`src/rtl/instr_sequencer.sv`:
```
// instr_sequencer
//   Initiator side of the processor DIN/Run/Done handshake. A host loads a
//   small program memory, then pulses Start with a length; the sequencer
//   presents words 0..Len-1 on DIN, one at a time. Each word gets a one-cycle
//   Run strobe, and the next word follows the cycle after Done, so there are
//   no bubbles.
//
//   Parameters:
//     AW       program address width, memory depth 2**AW x 16 bits
//     TIMEOUT  cycles allowed in WAIT without Done (WATCHDOG_EN builds only)
//
//   Optional feature macro: WATCHDOG_EN (adds a Done watchdog and sticky Error)
//
//   Ports:
//     Clock, Resetn   rising-edge clock, synchronous active-low reset
//     prog_we/addr/data  program write port; writes accepted in IDLE only
//     Start, Len      launch a run of Len instructions (sampled in IDLE)
//     DIN, Run        instruction word and one-cycle valid strobe
//     Done            instruction complete, combinational from the core
//     Busy            high in ISSUE and WAIT
//     Finished        one-cycle pulse on normal completion
//     Icount          instructions completed in the current/last run
//     Error           sticky watchdog error (constant 0 without WATCHDOG_EN)
module instr_sequencer #(
  parameter int unsigned AW      = 4,
  parameter int unsigned TIMEOUT = 16
) (
  input  logic          Clock,
  input  logic          Resetn,
  input  logic          prog_we,
  input  logic [AW-1:0] prog_addr,
  input  logic [15:0]   prog_data,
  input  logic          Start,
  input  logic [AW:0]   Len,
  output logic [15:0]   DIN,
  output logic          Run,
  input  logic          Done,
  output logic          Busy,
  output logic          Finished,
  output logic [AW:0]   Icount,
  output logic          Error
);

  typedef enum logic [1:0] {IDLE, ISSUE, WAIT} state_t;

  state_t        state;
  logic [15:0]   mem [0:(2**AW)-1];
  logic [AW-1:0] pc;
  logic [AW-1:0] pc_next;
  logic [AW:0]   len_q;
  logic [AW:0]   icount_next;
  logic [15:0]   word0;

  assign pc_next     = pc + 1'b1;
  assign icount_next = Icount + 1'b1;
  // A write to address 0 in the same cycle as Start must be seen by the
  // first issue, so forward it around the memory.
  assign word0 = (prog_we && (prog_addr == '0)) ? prog_data : mem[0];

  // Program memory: not reset, writable only while idle.
  always_ff @(posedge Clock) begin
    if (prog_we && (state == IDLE)) mem[prog_addr] <= prog_data;
  end

`ifdef WATCHDOG_EN
  localparam int unsigned WDW = $clog2(TIMEOUT + 1);
  logic [WDW-1:0] wd;
`else
  assign Error = 1'b0;
`endif

  always_ff @(posedge Clock) begin
    if (!Resetn) begin
      state    <= IDLE;
      DIN      <= '0;
      Run      <= 1'b0;
      Busy     <= 1'b0;
      Finished <= 1'b0;
      Icount   <= '0;
      pc       <= '0;
      len_q    <= '0;
`ifdef WATCHDOG_EN
      Error    <= 1'b0;
      wd       <= '0;
`endif
    end else begin
      Finished <= 1'b0;
      case (state)
        IDLE: begin
          Run  <= 1'b0;
          Busy <= 1'b0;
          if (Start) begin
            Icount <= '0;
`ifdef WATCHDOG_EN
            Error  <= 1'b0;
`endif
            if (Len != '0) begin
              len_q <= Len;
              pc    <= '0;
              DIN   <= word0;
              Run   <= 1'b1;
              Busy  <= 1'b1;
              state <= ISSUE;
            end else begin
              Finished <= 1'b1;
            end
          end
        end

        ISSUE: begin
          // Done here belongs to the previous instruction's core cycle; ignore.
          Run   <= 1'b0;
          state <= WAIT;
`ifdef WATCHDOG_EN
          wd    <= '0;
`endif
        end

        WAIT: begin
          if (Done) begin
            Icount <= icount_next;
            pc     <= pc_next;
            if (icount_next == len_q) begin
              Busy     <= 1'b0;
              Finished <= 1'b1;
              state    <= IDLE;
            end else begin
              DIN   <= mem[pc_next];
              Run   <= 1'b1;
              state <= ISSUE;
            end
          end
`ifdef WATCHDOG_EN
          else if (wd == WDW'(TIMEOUT - 1)) begin
            Error <= 1'b1;
            Run   <= 1'b0;
            Busy  <= 1'b0;
            state <= IDLE;
          end else begin
            wd <= wd + 1'b1;
          end
`endif
        end

        default: begin
          Run   <= 1'b0;
          Busy  <= 1'b0;
          state <= IDLE;
        end
      endcase
    end
  end

endmodule

```
`config.mk`:
```
export PLATFORM = sky130hd
export DESIGN_NAME = instr_sequencer
export DESIGN_NICKNAME = d
export VERILOG_FILES = /design/src/rtl/instr_sequencer.sv
export SDC_FILE = /design/constraint.sdc
export NUM_CORES = 1
export LEC_CHECK = 0
export ABC_AREA = 1
export BUFFER_PORTS_ARGS = -buffer_cell sky130_fd_sc_hd__buf_4
export CORE_MARGIN = 5
export CORE_UTILIZATION = 35
export DETAILED_ROUTE_END_ITERATION = 7
export PLACE_DENSITY = 0.48
export SYNTH_ARGS = -nofsm -noshare
export SYNTH_HDL_FRONTEND = slang
export SYNTH_SLANG_ARGS = --single-unit
```
`constraint.sdc`:
```
create_clock -name Clock -period 5.95 [get_ports Clock]
set_input_delay 0.8925 -clock Clock [delete_from_list [all_inputs] [get_ports Clock]]
set_output_delay 0.8925 -clock Clock [all_outputs]
set_load 0.005 [all_outputs]
```
==> results.json <==
{
  "outcome": "complete, no violations",
  "min_period_over_period_pct": 54.7,
  "end_kind": "flip-flop",
  "setup_ws_ns": 2.70,
  "pwr-share-clk_pct": 41.9,
  "r2r_slack_ns": 2.70,
  "die-area_um2": 40500,
  "max_slew_margin_pct": 6.59,
  "synth_top_area_share_pct": 60.0,
  "cts_resized": 0,
  "fin_skew_ns": 0.00875,
  "power_switching_mw": 1.16,
  "power_leakage_nw": 6.17,
  "cts_num_sinks": 291,
  "drt_pass1_iterations": 5,
  "cts_root_buf": "clkbuf_16",
  "fin_nets": 1422,
  "cp-start-kind": "flip-flop",
  "worstHoldEndpoint": "Busy$_SDFFE_PN0P_",
  "worstPathArrival_ns": 3.64,
  "vias": 9105,
  "path_class": "reg -> reg",
  "post-route-drc-count": 0,
  "critPathMaxFanout": 70,
  "cap_violations": 0,
  "hold_start": "Busy$_SDFFE_PN0P_",
  "ys_top_cells_by_area": "edfxtp_1 (60%), nand2_1 (14%), nand3_1 (6.5%), dfxtp_1 (5.5%), inv_1 (5.0%)",
  "fmax_mhz": 307,
  "io_buffer_count": 53,
  "crit_buf_inv": 2,
  "cp_slowest_cell": "dfxtp_4",
  "die_h_um": 201,
  "gp_congestion": 0.784,
  "cts_buffer_depth": 3,
  "slowest_delay_ns": 0.79,
  "core_area_um2": 36300,
  "syn_area_um2": 12800,
  "initialDrtViolationCount": 721,
  "setup_tns_ns": 0,
  "comb_power_share_pct": 9.8,
  "place_ws_ns": 2.62,
  "ys_async_sr_fraction_pct": 0,
  "start_util_pct": 35.2,
  "num_io_pins": 55,
  "antenna_found_initial": 0,
  "crit_chain": "clkinv_2 > buf_4 > nand2_1 > nand2_1 > nand2_1 > nand3_1 > nand3_1 > nand2_1 > nand2_1 > nand2_1 > nor2_1 > nor2_1",
  "hpwl_um": 21100,
  "peakVddDrop_v": 0.000138,
  "ys_seq_elements": 291,
  "synthDistinctLibCells": 31,
  "hold_buffers": 0,
  "antennaDiodeCount": 0,
  "ys_top_cells_by_count": "nand2_1 (467), edfxtp_1 (256), inv_1 (170)",
  "yosysWarningCount": 0,
  "grt_pass1_vias": 8905,
  "clk_pin_slew_worst_paths_ns": 0.06,
  "avgRoutedWirePerCell_um": 19.4,
  "grt_first_pass_wirelength_um": 56000,
  "seq_power_share_pct": 48.4,
  "timing.rr.end": "DIN[7]$_SDFFE_PN0P_",
  "cpMostUsedCell": "nand2_1",
  "ys.flop_type": "edfxtp_1",
  "cts_tree": "built",
  "rsz0062_at_grt": "no",
  "yosysMostFrequentCell": "nand2_1",
  "overflow": 0,
  "die_x_um": 201,
  "final-hold-violation-count": 0,
  "period_needed_ns": 3.25,
  "routed_wl_um": 36600,
  "ys_seq_area_share_pct": 65.5,
  "syn_to_final_growth_pct": 15.4,
  "setup_violations": 0,
  "antenna_left": 0,
  "power_density_nw_per_um2": 322,
  "tightest_slew_ns": 1.40,
  "p_int_mw": 3.60,
  "numCtsBuffers": 34,
  "finalMaxSlewViolations": 0,
  "syn_area_per_cell_um2": 9.50,
  "grt_use_total_pct": 17.9,
  "synth_edf_count": 256,
  "syn_nets": 1380,
  "cp_top_family": "buffers and inverters",
  "syn_inst": 1348,
  "hold_path.class": "reg -> reg",
  "htree_levels": 2,
  "power.total_mw": 4.76,
  "layout-drive-gt1-share_pct": 10.5,
  "grt_max_degree": 88,
  "whs_path_depth": 2,
  "std_cell_rows": 70,
  "clock_latency_ns": 0.50,
  "post_cts_buffers": 0,
  "reg2reg_from": "pc[0]$_SDFFE_PN0P_",
  "avgViaCountPerCell": 4.84,
  "swShare_pct": 24.4,
  "synth_top_area_cell": "edfxtp_1",
  "required_ns": 6.34,
  "r2r_cells": 12
}
cell type report:
| cell class | instances | area (um2) |
|---|---|---|
| fill | 3575 | 21600 |
| sequential | 291 | 8390 |
| multi-input combinational | 816 | 3560 |
| clock buffer | 48 | 987 |
| inverter | 177 | 666 |
| tap | 468 | 586 |
| timing repair buffer | 70 | 526 |
| clock inverter | 11 | 77.6 |
cell usage in the layout (no fill, tap or decap), types with 9 or more instances in the layout:
cell       count
dfxtp_1       34
nand3_1      166
o211ai_1      15
buf_4         70
clkbuf_16     37
edfxtp_1     256
a21oi_1       12
o21ai_0       12
inv_1        170
nand2_1      467
nor2_1        97
clkbuf_1       9
nor2_2        17
power groups by stage:
stage	clock, mW	combinational (mW)	sequential (mW)
final	1.99	0.465	2.30
after detailed placement	0	0.468	2.35
after floorplan	0	0.299	2.32
after global routing	2.12	0.528	2.31
after CTS	2.04	0.471	2.30
after global placement	0	0.469	2.35
logic make-up after synthesis:
group | share of synthesized area [%]
and+or+nand+nor | 24.2
xor gates and xnor gates | 0.488
AOI/OAI and AO/OA | 2.22
DFF | 65.5
adders and majority gates | 0.195
buffers and inverters | 7.37
other | 0.0293
flip-flops by register name, summed over array words and instances (netlist names):
name / flops
Icount: 5
len_q: 5
DIN: 16
mem: 256
Finished: 1
state: 2
pc: 4
Busy: 1
Run: 1
worst min-delay path, stage by stage (launching register included):
cell and delay, ns:
dfxtp_1 0.31, nand2_1 0.06, a21oi_1 0.05
through the flow:
stage | hold WS [ns] | instances | utilization [%] | cell area (um2)
2_1_floorplan | 0.444 | 1348 | - | 12800
5_1_grt | 0.502 | 1881 | 40.7 | 14800
4_1_cts | 0.474 | 1881 | 40.7 | 14800
3_3_place_gp | 0.451 | 1822 | 37.8 | 13700
6_report | 0.468 | 1881 | 40.7 | 14800
3_5_place_dp | 0.464 | 1822 | 37.8 | 13700
worst max path at each step:
| stage | startpoint | to | slack (ns) | cells past startpoint |
|---|---|---|---|---|
| after floorplan | prog_addr[1] | mem[0][0]$_DFFE_PP_ | 3.42 | 4 |
| after global placement | pc[0]$_SDFFE_PN0P_ | DIN[11]$_SDFFE_PN0P_ | 2.70 | 11 |
| after detailed placement | pc[0]$_SDFFE_PN0P_ | DIN[11]$_SDFFE_PN0P_ | 2.62 | 11 |
| after CTS | pc[0]$_SDFFE_PN0P_ | DIN[11]$_SDFFE_PN0P_ | 2.60 | 11 |
| after global routing | pc[0]$_SDFFE_PN0P_ | DIN[11]$_SDFFE_PN0P_ | 2.36 | 11 |
| final | pc[0]$_SDFFE_PN0P_ | DIN[7]$_SDFFE_PN0P_ | 2.70 | 12 |
routing by layer:
layer,vias to the layer above,part of all wire (%),track usage (%)
met1,4353,46,25.5
met2,264,47,28.8
li1,4435,-,-
met5,-,0,0
met3,53,5.2,2.84
met4,0,2.1,4.54
Note: power is estimated with default switching activity, not from simulation.
